`src/rtl/flash_rd_pkg.sv`:
```
// Shared types and constants for the flash burst reader.
package flash_rd_pkg;

    localparam int DEFAULT_ADDR_W = 17;
    localparam int DEFAULT_DATA_W = 32;
    localparam int BURST_W        = 3;

    typedef enum logic [1:0] {
        IDLE  = 2'd0,
        ISSUE = 2'd1,
        DRAIN = 2'd2,
        DONE  = 2'd3
    } state_t;

    // Size of the next burst: the smaller of the words still to issue and the burst limit.
    function automatic logic [BURST_W-1:0] burst_size(input logic [15:0] rem, input int unsigned lim);
        if (rem < 16'(lim))
            return rem[BURST_W-1:0];
        else
            return lim[BURST_W-1:0];
    endfunction

endpackage

```
`src/rtl/flash_rd_fifo.sv`:
```
// Show-ahead FIFO carrying a data word plus an end-of-command tag.
module flash_rd_fifo #(
    parameter int DATA_W = 32,
    parameter int DEPTH  = 16,
    localparam int AW    = $clog2(DEPTH),
    localparam int CNT_W = AW + 1
) (
    input  logic              clock,
    input  logic              reset,
    input  logic              push,
    input  logic [DATA_W-1:0] push_data,
    input  logic              push_last,
    input  logic              pop,
    output logic [DATA_W-1:0] head_data,
    output logic              head_last,
    output logic              empty,
    output logic              full,
    output logic [CNT_W-1:0]  free_cnt
);

    logic [DATA_W:0]    mem [DEPTH];
    logic [CNT_W-1:0]   wr_ptr_q, wr_ptr_d;
    logic [CNT_W-1:0]   rd_ptr_q, rd_ptr_d;
    logic [CNT_W-1:0]   count;
    logic [DATA_W:0]    head_entry;
    logic               pop_ok;

    always_comb begin
        count      = wr_ptr_q - rd_ptr_q;
        empty      = (count == '0);
        full       = (count == CNT_W'(DEPTH));
        free_cnt   = CNT_W'(DEPTH) - count;
        pop_ok     = pop && !empty;
        wr_ptr_d   = wr_ptr_q + CNT_W'(push);
        rd_ptr_d   = rd_ptr_q + CNT_W'(pop_ok);
        head_entry = mem[rd_ptr_q[AW-1:0]];
        // Masked while empty so stale RAM contents never reach the stream.
        head_data  = empty ? '0 : head_entry[DATA_W-1:0];
        head_last  = empty ? 1'b0 : head_entry[DATA_W];
    end

    always_ff @(posedge clock) begin
        if (push)
            mem[wr_ptr_q[AW-1:0]] <= {push_last, push_data};
    end

    always_ff @(posedge clock or posedge reset) begin
        if (reset) begin
            wr_ptr_q <= '0;
            rd_ptr_q <= '0;
        end else begin
            wr_ptr_q <= wr_ptr_d;
            rd_ptr_q <= rd_ptr_d;
        end
    end

    a_no_overflow: assert property (@(posedge clock) disable iff (reset) !(push && full && !pop));

endmodule

```
`src/rtl/flash_burst_reader.sv`:
```
// Avalon-MM burst read master for the flash data port, buffering words into a stream FIFO.
// Defining FLASH_RD_SUM_EN adds a 32-bit running sum of the words received per command.
module flash_burst_reader
    import flash_rd_pkg::*;
#(
    parameter int ADDR_W     = DEFAULT_ADDR_W,
    parameter int DATA_W     = DEFAULT_DATA_W,
    parameter int BURST_LEN  = 4,
    parameter int FIFO_DEPTH = 16
) (
    input  logic               clock,
    input  logic               reset,
    input  logic               cmd_valid,
    output logic               cmd_ready,
    input  logic [ADDR_W-1:0]  cmd_addr,
    input  logic [15:0]        cmd_len,
    output logic [ADDR_W-1:0]  avm_addr,
    output logic               avm_read,
    output logic [BURST_W-1:0] avm_burstcount,
    input  logic [DATA_W-1:0]  avm_readdata,
    input  logic               avm_waitrequest,
    input  logic               avm_readdatavalid,
    output logic               out_valid,
    input  logic               out_ready,
    output logic [DATA_W-1:0]  out_data,
    output logic               out_last,
    output logic               busy,
`ifdef FLASH_RD_SUM_EN
    output logic [31:0]        sum,
`endif
    output logic               done
);

    localparam int OCNT_W = $clog2(FIFO_DEPTH) + 1;
    localparam int NEED_W = OCNT_W + 1;

    state_t             state_q, state_d;
    logic [ADDR_W-1:0]  cur_addr_q, cur_addr_d;
    logic [15:0]        rem_issue_q, rem_issue_d;
    logic [15:0]        rem_recv_q, rem_recv_d;
    logic [OCNT_W-1:0]  outstanding_q, outstanding_d;
    logic               ready_en_q, ready_en_d;
    logic               done_q, done_d;

    logic [BURST_W-1:0] bc;
    logic [OCNT_W-1:0]  free_cnt;
    logic [NEED_W-1:0]  need;
    logic               credit_ok, accept, beat, cmd_take;
    logic               fifo_empty, fifo_full;

    flash_rd_fifo #(
        .DATA_W (DATA_W),
        .DEPTH  (FIFO_DEPTH)
    ) u_fifo (
        .clock     (clock),
        .reset     (reset),
        .push      (beat),
        .push_data (avm_readdata),
        .push_last (rem_recv_q == 16'd1),
        .pop       (out_ready),
        .head_data (out_data),
        .head_last (out_last),
        .empty     (fifo_empty),
        .full      (fifo_full),
        .free_cnt  (free_cnt)
    );

    always_ff @(posedge clock or posedge reset) begin
        if (reset) begin
            state_q       <= IDLE;
            cur_addr_q    <= '0;
            rem_issue_q   <= '0;
            rem_recv_q    <= '0;
            outstanding_q <= '0;
            ready_en_q    <= 1'b0;
            done_q        <= 1'b0;
        end else begin
            state_q       <= state_d;
            cur_addr_q    <= cur_addr_d;
            rem_issue_q   <= rem_issue_d;
            rem_recv_q    <= rem_recv_d;
            outstanding_q <= outstanding_d;
            ready_en_q    <= ready_en_d;
            done_q        <= done_d;
        end
    end

    always_comb begin
        state_d = state_q;
        case (state_q)
            IDLE:    if (cmd_take) state_d = (cmd_len == 16'd0) ? DONE : ISSUE;
            ISSUE:   if (accept && rem_issue_q == 16'(bc)) state_d = DRAIN;
            DRAIN:   if (rem_recv_q == 16'd0) state_d = DONE;
            DONE:    state_d = IDLE;
            default: state_d = IDLE;
        endcase
    end

    always_comb begin
        bc   = burst_size(rem_issue_q, BURST_LEN);
        // A burst goes out only if every word it returns is guaranteed a FIFO slot.
        need = {1'b0, outstanding_q} + NEED_W'(bc);
        credit_ok = ({1'b0, free_cnt} >= need);

        cmd_ready      = (state_q == IDLE) && ready_en_q;
        busy           = (state_q != IDLE);
        avm_read       = (state_q == ISSUE) && credit_ok;
        avm_burstcount = (state_q == ISSUE) ? bc : '0;
        avm_addr       = cur_addr_q;
        out_valid      = !fifo_empty;
        done           = done_q;
    end

    always_comb begin
        cmd_take = cmd_valid && cmd_ready;
        accept   = avm_read && !avm_waitrequest;
        beat     = avm_readdatavalid && (state_q == ISSUE || state_q == DRAIN);

        cur_addr_d    = cur_addr_q;
        rem_issue_d   = rem_issue_q;
        rem_recv_d    = rem_recv_q;
        outstanding_d = outstanding_q + (accept ? OCNT_W'(bc) : '0) - OCNT_W'(beat);
        ready_en_d    = 1'b1;
        done_d        = (state_q == DONE);

        if (cmd_take) begin
            cur_addr_d  = cmd_addr;
            rem_issue_d = cmd_len;
            rem_recv_d  = cmd_len;
        end else begin
            if (accept) begin
                cur_addr_d  = cur_addr_q + ADDR_W'(bc);
                rem_issue_d = rem_issue_q - 16'(bc);
            end
            if (beat)
                rem_recv_d = rem_recv_q - 16'd1;
        end
    end

`ifdef FLASH_RD_SUM_EN
    logic [31:0] sum_q, sum_d;

    always_comb begin
        sum_d = sum_q;
        if (cmd_take)
            sum_d = '0;
        else if (beat)
            sum_d = sum_q + 32'(avm_readdata);
        sum = sum_q;
    end

    always_ff @(posedge clock or posedge reset) begin
        if (reset)
            sum_q <= '0;
        else
            sum_q <= sum_d;
    end
`endif

    logic unused_full;
    assign unused_full = fifo_full;

endmodule
```
`config.mk`:
```
export PLATFORM = sky130hd
export DESIGN_NAME = flash_burst_reader
export DESIGN_NICKNAME = d
export VERILOG_FILES = /design/src/rtl/flash_rd_pkg.sv /design/src/rtl/flash_rd_fifo.sv /design/src/rtl/flash_burst_reader.sv
export SDC_FILE = /design/constraint.sdc
export NUM_CORES = 1
export LEC_CHECK = 0
export ABC_CLOCK_PERIOD_IN_PS = 6500
export CAP_MARGIN = 20
export CORE_MARGIN = 2
export CORE_UTILIZATION = 52
export CTS_CLUSTER_SIZE = 28
export DETAILED_ROUTE_END_ITERATION = 10
export PLACE_DENSITY = 0.71
export SYNTH_ARGS = -nofsm -noshare
export SYNTH_HDL_FRONTEND = slang
export SYNTH_SLANG_ARGS = --single-unit
```
`constraint.sdc`:
```
create_clock -name clock -period 6.5 [get_ports clock]
set_clock_uncertainty 0.05 [all_clocks]
set_input_delay 1.3 -clock clock [delete_from_list [all_inputs] [get_ports clock]]
set_output_delay 1.3 -clock clock [all_outputs]
set_load 0.01 [all_outputs]
```
==> impl_metrics.env, run 1 <==
export IMPL_synth_seq_cells=596
export IMPL_grt_busiest_layer="met2"
export IMPL_area_growth_pct=17.3
export IMPL_dieHeight_um=220
export IMPL_overflow=0
export IMPL_numClockSinks=596
export IMPL_cts_made_buffers=58
export IMPL_fill_cells=3233
export IMPL_cts_resized=0
export IMPL_ios=129
export IMPL_end_kind="output pin"
export IMPL_grt_pass1_wl_um=78900
export IMPL_coreArea_um2=46400
export IMPL_portBuffers=128
export IMPL_drc=0
export IMPL_total_power_uw=13400
export IMPL_routabilityCongestion=0.804
export IMPL_crit_arrival_ps=4840
export IMPL_finalCritPeriodShare=0.953
export IMPL_ir_drop_v=0.000283
export IMPL_hold_viol=0
export IMPL_cp_required_ps=5150
export IMPL_leakagePower_uw=0.00930
export IMPL_postCtsSetupRepairBufs=0
export IMPL_grt_pass1_vias=12700
export IMPL_relSlewSlack=0.301
export IMPL_reg2reg_setup_slack_ps=720
export IMPL_fin_tns_setup_ps=0
export IMPL_hp_start="u_fifo.wr_ptr_q[4]$_DFF_PP0_"
export IMPL_vias=12400
export IMPL_final_cell_mix="edfxtp_1 (528), mux4_2 (165), clkdlybuf4s50_1 (128)"
export IMPL_synth_warnings=0
export IMPL_dieArea_um2=48600
export IMPL_cp_max_fo=7
export IMPL_rows=79
export IMPL_r2r_start="rem_issue_q[3]$_DFFE_PP0P_"
export IMPL_critPathKind="register to output pin"
export IMPL_yosysSeqAreaShare=0.721
export IMPL_rsz0062_at_grt="false"
export IMPL_use_met1=0.316
export IMPL_wl_per_cell_um=25.1
export IMPL_final_common_cell="edfxtp_1"
export IMPL_status="finished, final reports clean"
export IMPL_min_to="u_fifo.wr_ptr_q[4]$_DFF_PP0_"
export IMPL_avgSynthCellArea_um2=19.4
export IMPL_place_hpwl_um=28800
export IMPL_yosysTopAreaCellShare=0.651
export IMPL_postCtsHoldBufs=0
export IMPL_cts_tree="built"
export IMPL_wl_um=52000
export IMPL_clkTransAtPathRegs_ps=60
export IMPL_cts_root_buf="clkbuf_16"
export IMPL_clk_latency_ps=600
export IMPL_hold_class="register to register"
export IMPL_clk_path_buf_depth=3
export IMPL_power_density_nw_per_um2=468
export IMPL_initial_core_util=0.525
export IMPL_use_met2=0.362
export IMPL_firstDrtPassIters=5
export IMPL_drv_cap=0
export IMPL_synth_area_leader_cell="edfxtp_1"
export IMPL_max_freq_ghz=0.161
export IMPL_setup_violations_final=0
export IMPL_worstRegToRegCells=22
export IMPL_antenna_found_initial=2
export IMPL_hold_path_cell_count=1
export IMPL_reg2reg_to="outstanding_q[4]$_DFF_PP0_"
export IMPL_nets=1534
export IMPL_drv_slew=0
export IMPL_syn_area_um2=24400
export IMPL_grt_met3_usage=0.0404
export IMPL_diodes=0
export IMPL_grt_max_degree=69
export IMPL_syn_inst=1253
export IMPL_drtIter0Drc=1246
export IMPL_drive_gt1_frac=0.217
export IMPL_die_w_um=220
export IMPL_ys_types=48
export IMPL_grtUsageTotal=0.223
export IMPL_viasPerCell=5.99
export IMPL_postRouteAntennaNets=0
export IMPL_worstMarginPinSlew_ps=1050
export IMPL_synth_area_leaders="edfxtp_1 (65%), mux4_2 (15%), dfrtp_1 (7.0%), ha_1 (2.0%), xnor2_1 (1.3%)"
export IMPL_period_minus_slack_ps=6190
export IMPL_start_kind="register"
export IMPL_htreeDepth=2
synth_stat cells, drive strengths merged:
master	n
mux2i	3
xor2	13
a21oi	30
nor3b	2
and3	6
o31ai	5
clkbuf	38
nand4	3
o211ai	2
and2	38
dfrtp	68
nand2	41
conb	1
o41ai	1
a31oi	11
o311ai	1
a21bo	1
ha	38
o21ai	32
nor4	18
or4	11
edfxtp	528
nand3	14
inv	30
a21o	7
nor2	46
nand2b	3
nor3	16
mux4	165
o31a	2
nand4b	2
fa	4
buf	18
nor2b	6
xnor2	36
or3	8
or2	3
nor4b	2
cells by family (layout without fill, tap and decap cells):
logic type	count (synthesis)	after routing	synth area share
other	1	2	0.000154
buffers and inverters	86	300	0.0140
xor gates and xnor gates	49	49	0.0176
DFF	596	596	0.721
and+or+nand+nor	219	219	0.0489
muxes	168	168	0.154
adders and majority gates	42	42	0.0228
AOI/OAI and AO/OA	92	92	0.0219
layout make-up:
cell class                 instances  area [um2]  area share
inverter                          30         113     0.00394
multi-input combinational        572        6590       0.230
tap                              607         759      0.0266
clock buffer                      77        1630      0.0569
sequential                       596       17600       0.615
timing repair buffer             163        1590      0.0557
clock inverter                    30         335      0.0117
worst max path at each step:
stage / from / end / slack [ps] / cells after the start
after floorplan: rem_issue_q[3]$_DFFE_PP0P_ / avm_read / 1190 / 15
final: rem_issue_q[3]$_DFFE_PP0P_ / avm_read / 310 / 15
after global placement: rem_issue_q[3]$_DFFE_PP0P_ / outstanding_q[4]$_DFF_PP0_ / 780 / 22
after global routing: rem_issue_q[3]$_DFFE_PP0P_ / avm_read / 20 / 15
after CTS: rem_issue_q[3]$_DFFE_PP0P_ / avm_read / 170 / 15
after detailed placement: rem_issue_q[3]$_DFFE_PP0P_ / outstanding_q[4]$_DFF_PP0_ / 610 / 23
per-stage QoR:
stage | instances | cell area [um2] | util | worst slack, ps | hold slack (ps)
6_report | 2075 | 28600 | 0.616 | 307 | 443
5_1_grt | 2075 | 28600 | 0.616 | 17.2 | 486
4_1_cts | 2073 | 28500 | 0.615 | 171 | 443
3_5_place_dp | 1966 | 26600 | 0.573 | 615 | 435
3_3_place_gp | 1965 | 26600 | 0.573 | 782 | 431
2_1_floorplan | 1254 | 24400 | - | 1190 | 414
state kept, by name, summed over array words and instances (netlist names):
signal	cells
avm_addr	17
done	1
outstanding_q	5
ready_en_q	1
rem_issue_q	16
rem_recv_q	16
state_q	2
u_fifo.mem	528
u_fifo.rd_ptr_q	5
u_fifo.wr_ptr_q	5
critical path: stages, from the launching register on:
cell             delay (ps)
dfrtp_1                 430
or4_4                   580
or3_4                   420
nor3_4                  250
and2_1                  200
ha_1                    190
inv_1                    60
fa_1                    420
nor2b_1                 110
o21ai_0                 100
xor2_1                  160
ha_1                    330
a21o_1                  170
a31oi_2                 220
nor2_1                  110
clkdlybuf4s50_1         490
layer usage:
layer | routed length [um] | vias to the layer above
li1 | - | 5396
met1 | 21700 | 6499
met3 | 3390 | 81
met5 | 22 | -
met2 | 25900 | 448
met4 | 1040 | 4
where the power goes:
part / internal, uW / switching (uW)
clock network: 2000 / 1410
registers: 4650 / 342
logic: 2500 / 2470
No activity file was read; power rests on OpenSTA's default activity.
==> inputs of run 2 (changes only) <==
SLEW_MARGIN = 5   (was unset)
==> results of run 2 <==
The final DEF is identical to that of run 1; final timing and power are the same.
==> inputs of run 3 (changes only) <==
CTS_CLUSTER_SIZE = 14   (was 28)
==> impl_metrics.env, run 3 (synthesis gave the netlist of run 1 again) <==
export IMPL_status="finished, final reports clean"
export IMPL_cpPeakStageDelay_ps=580
export IMPL_clk_path_buf_depth=3
export IMPL_period_minus_slack_ps=6190
export IMPL_coreArea_um2=46400
export IMPL_crit_arrival_ps=4840
export IMPL_drv_cap=0
export IMPL_finalWorstSetupSlack_ps=310
export IMPL_die_w_um=220
export IMPL_multi_input_area_um2=6590
export IMPL_end_kind="output pin"
export IMPL_grt_max_degree=69
export IMPL_hold_class="register to register"
export IMPL_cts_root_buf="clkbuf_16"
export IMPL_relSlewSlack=0.280
export IMPL_dieArea_um2=48600
export IMPL_drv_slew=0
export IMPL_cp_required_ps=5150
export IMPL_cp_max_fo=7
export IMPL_drive_gt1_frac=0.215
export IMPL_ir_drop_v=0.000282
export IMPL_crit_top_cell="ha_1"
export IMPL_crit_chain="or4_4 > or3_4 > nor3_4 > and2_1 > ha_1 > inv_1 > fa_1 > nor2b_1 > o21ai_0 > xor2_1 > ha_1 > a21o_1 > a31oi_2 > nor2_1 > clkdlybuf4s50_1"
export IMPL_area_growth_pct=17.2
export IMPL_path_delay_family="simple AND/OR/NAND/NOR gates"
export IMPL_drtIter0Drc=1300
export IMPL_grt_pass1_wl_um=78800
export IMPL_cp_depth=15
export IMPL_firstDrtPassIters=5
export IMPL_grtUsageTotal=0.223
export IMPL_dp_slack_ps=615
export IMPL_drc=0
export IMPL_worstMarginPinSlew_ps=1080
export IMPL_leakagePower_uw=0.00929
export IMPL_clkTransAtPathRegs_ps=60
export IMPL_place_hpwl_um=28800
export IMPL_worstRegToRegCells=22
export IMPL_dieHeight_um=220
export IMPL_setup_violations_final=0
export IMPL_overflow=0
export IMPL_hold_viol=0
export IMPL_cts_made_buffers=58
export IMPL_rsz0062_at_grt="false"
export IMPL_final_cell_mix="edfxtp_1 (528), mux4_2 (165), clkdlybuf4s50_1 (128)"
export IMPL_nets=1534
export IMPL_viasPerCell=6.01
export IMPL_rows=79
export IMPL_numClockSinks=596
export IMPL_post_dp_cell_area_um2=26600
export IMPL_largest_reg_flops=528
export IMPL_final_common_cell="edfxtp_1"
export IMPL_grt_pass1_vias=12700
export IMPL_portBuffers=128
export IMPL_max_freq_ghz=0.162
export IMPL_postCtsSetupRepairBufs=0
export IMPL_hold_path_cell_count=1
export IMPL_antenna_found_initial=2
export IMPL_diodes=0
export IMPL_clk_latency_ps=600
export IMPL_power_density_nw_per_um2=466
export IMPL_wl_um=52000
export IMPL_postRouteAntennaNets=0
export IMPL_critPathKind="register to output pin"
export IMPL_wl_per_cell_um=25.1
export IMPL_fin_tns_setup_ps=0
export IMPL_cp_num_buf_inv=2
export IMPL_slowest_stage="or4_4"
export IMPL_htreeDepth=2
export IMPL_ios=129
export IMPL_fin_area_um2=28500
export IMPL_start_kind="register"
export IMPL_cts_tree="built"
export IMPL_fill_cells=3243
export IMPL_finalCritPeriodShare=0.952
export IMPL_vias=12500
export IMPL_seq_area_um2=17600
export IMPL_routabilityCongestion=0.804
export IMPL_initial_core_util=0.525
## run 3: cell types whose count changed in the layout (fill, tap and decap cells not counted), sizes merged
| cell | change |
|---|---|
| inv | -1 |
| bufinv | -1 |
| clkinv | +3 |
| clkbuf | +1 |
| clkinvlp | -3 |
## run 3: metrics by stage
stage           util  total power, uW  std cells  hold WS [ps]
6_report       0.616            13300       2074           443
5_1_grt        0.616            14000       2074           486
4_1_cts        0.614            13500       2072           443
3_5_place_dp   0.573            10100       1966           435
3_3_place_gp   0.573            10000       1965           431
2_1_floorplan      -             8210       1254           414
## run 3: layout make-up
cell class	instances	area share
sequential	596	0.616
timing repair buffer	163	0.0558
inverter	30	0.00395
multi-input combinational	572	0.231
clock buffer	78	0.0571
tap	607	0.0266
clock inverter	28	0.0102
## run 3: final timing paths
path | start | end | slack, ps
setup / recovery | rem_issue_q[3]$_DFFE_PP0P_ | avm_read | 310
hold / removal | u_fifo.wr_ptr_q[4]$_DFF_PP0_ | u_fifo.wr_ptr_q[4]$_DFF_PP0_ | 440
setup reg to reg | rem_issue_q[3]$_DFFE_PP0P_ | outstanding_q[4]$_DFF_PP0_ | 720
hold reg to reg | u_fifo.wr_ptr_q[4]$_DFF_PP0_ | u_fifo.wr_ptr_q[4]$_DFF_PP0_ | 440
max in group asynchronous | reset | u_fifo.rd_ptr_q[0]$_DFF_PP0_ | 4500
min in group asynchronous | reset | avm_addr[4]$_DFFE_PP0P_ | 1230
## run 3: what timing repair did
action                                  4_1_cts  5_1_grt
endpoints found under the setup margin        0        1
hold endpoints to repair                      0        0
hold buffers                                  0        0
gates resized for setup                       0        1
## run 3: routing by layer
layer | vias to the layer above | global-route usage | wire [um]
met3 | 84 | 0.0396 | 3410
li1 | 5399 | - | -
met1 | 6532 | 0.318 | 21600
met5 | - | 0 | 22
met2 | 452 | 0.360 | 25900
met4 | 4 | 0.0570 | 1080
## run 3: power breakdown
part / switching, uW / leakage [uW] / total [uW] / internal [uW]
clock: 1390 / 0.000930 / 3340 / 1950
sequential: 340 / 0.00554 / 4990 / 4650
combinational: 2470 / 0.00282 / 4970 / 2500
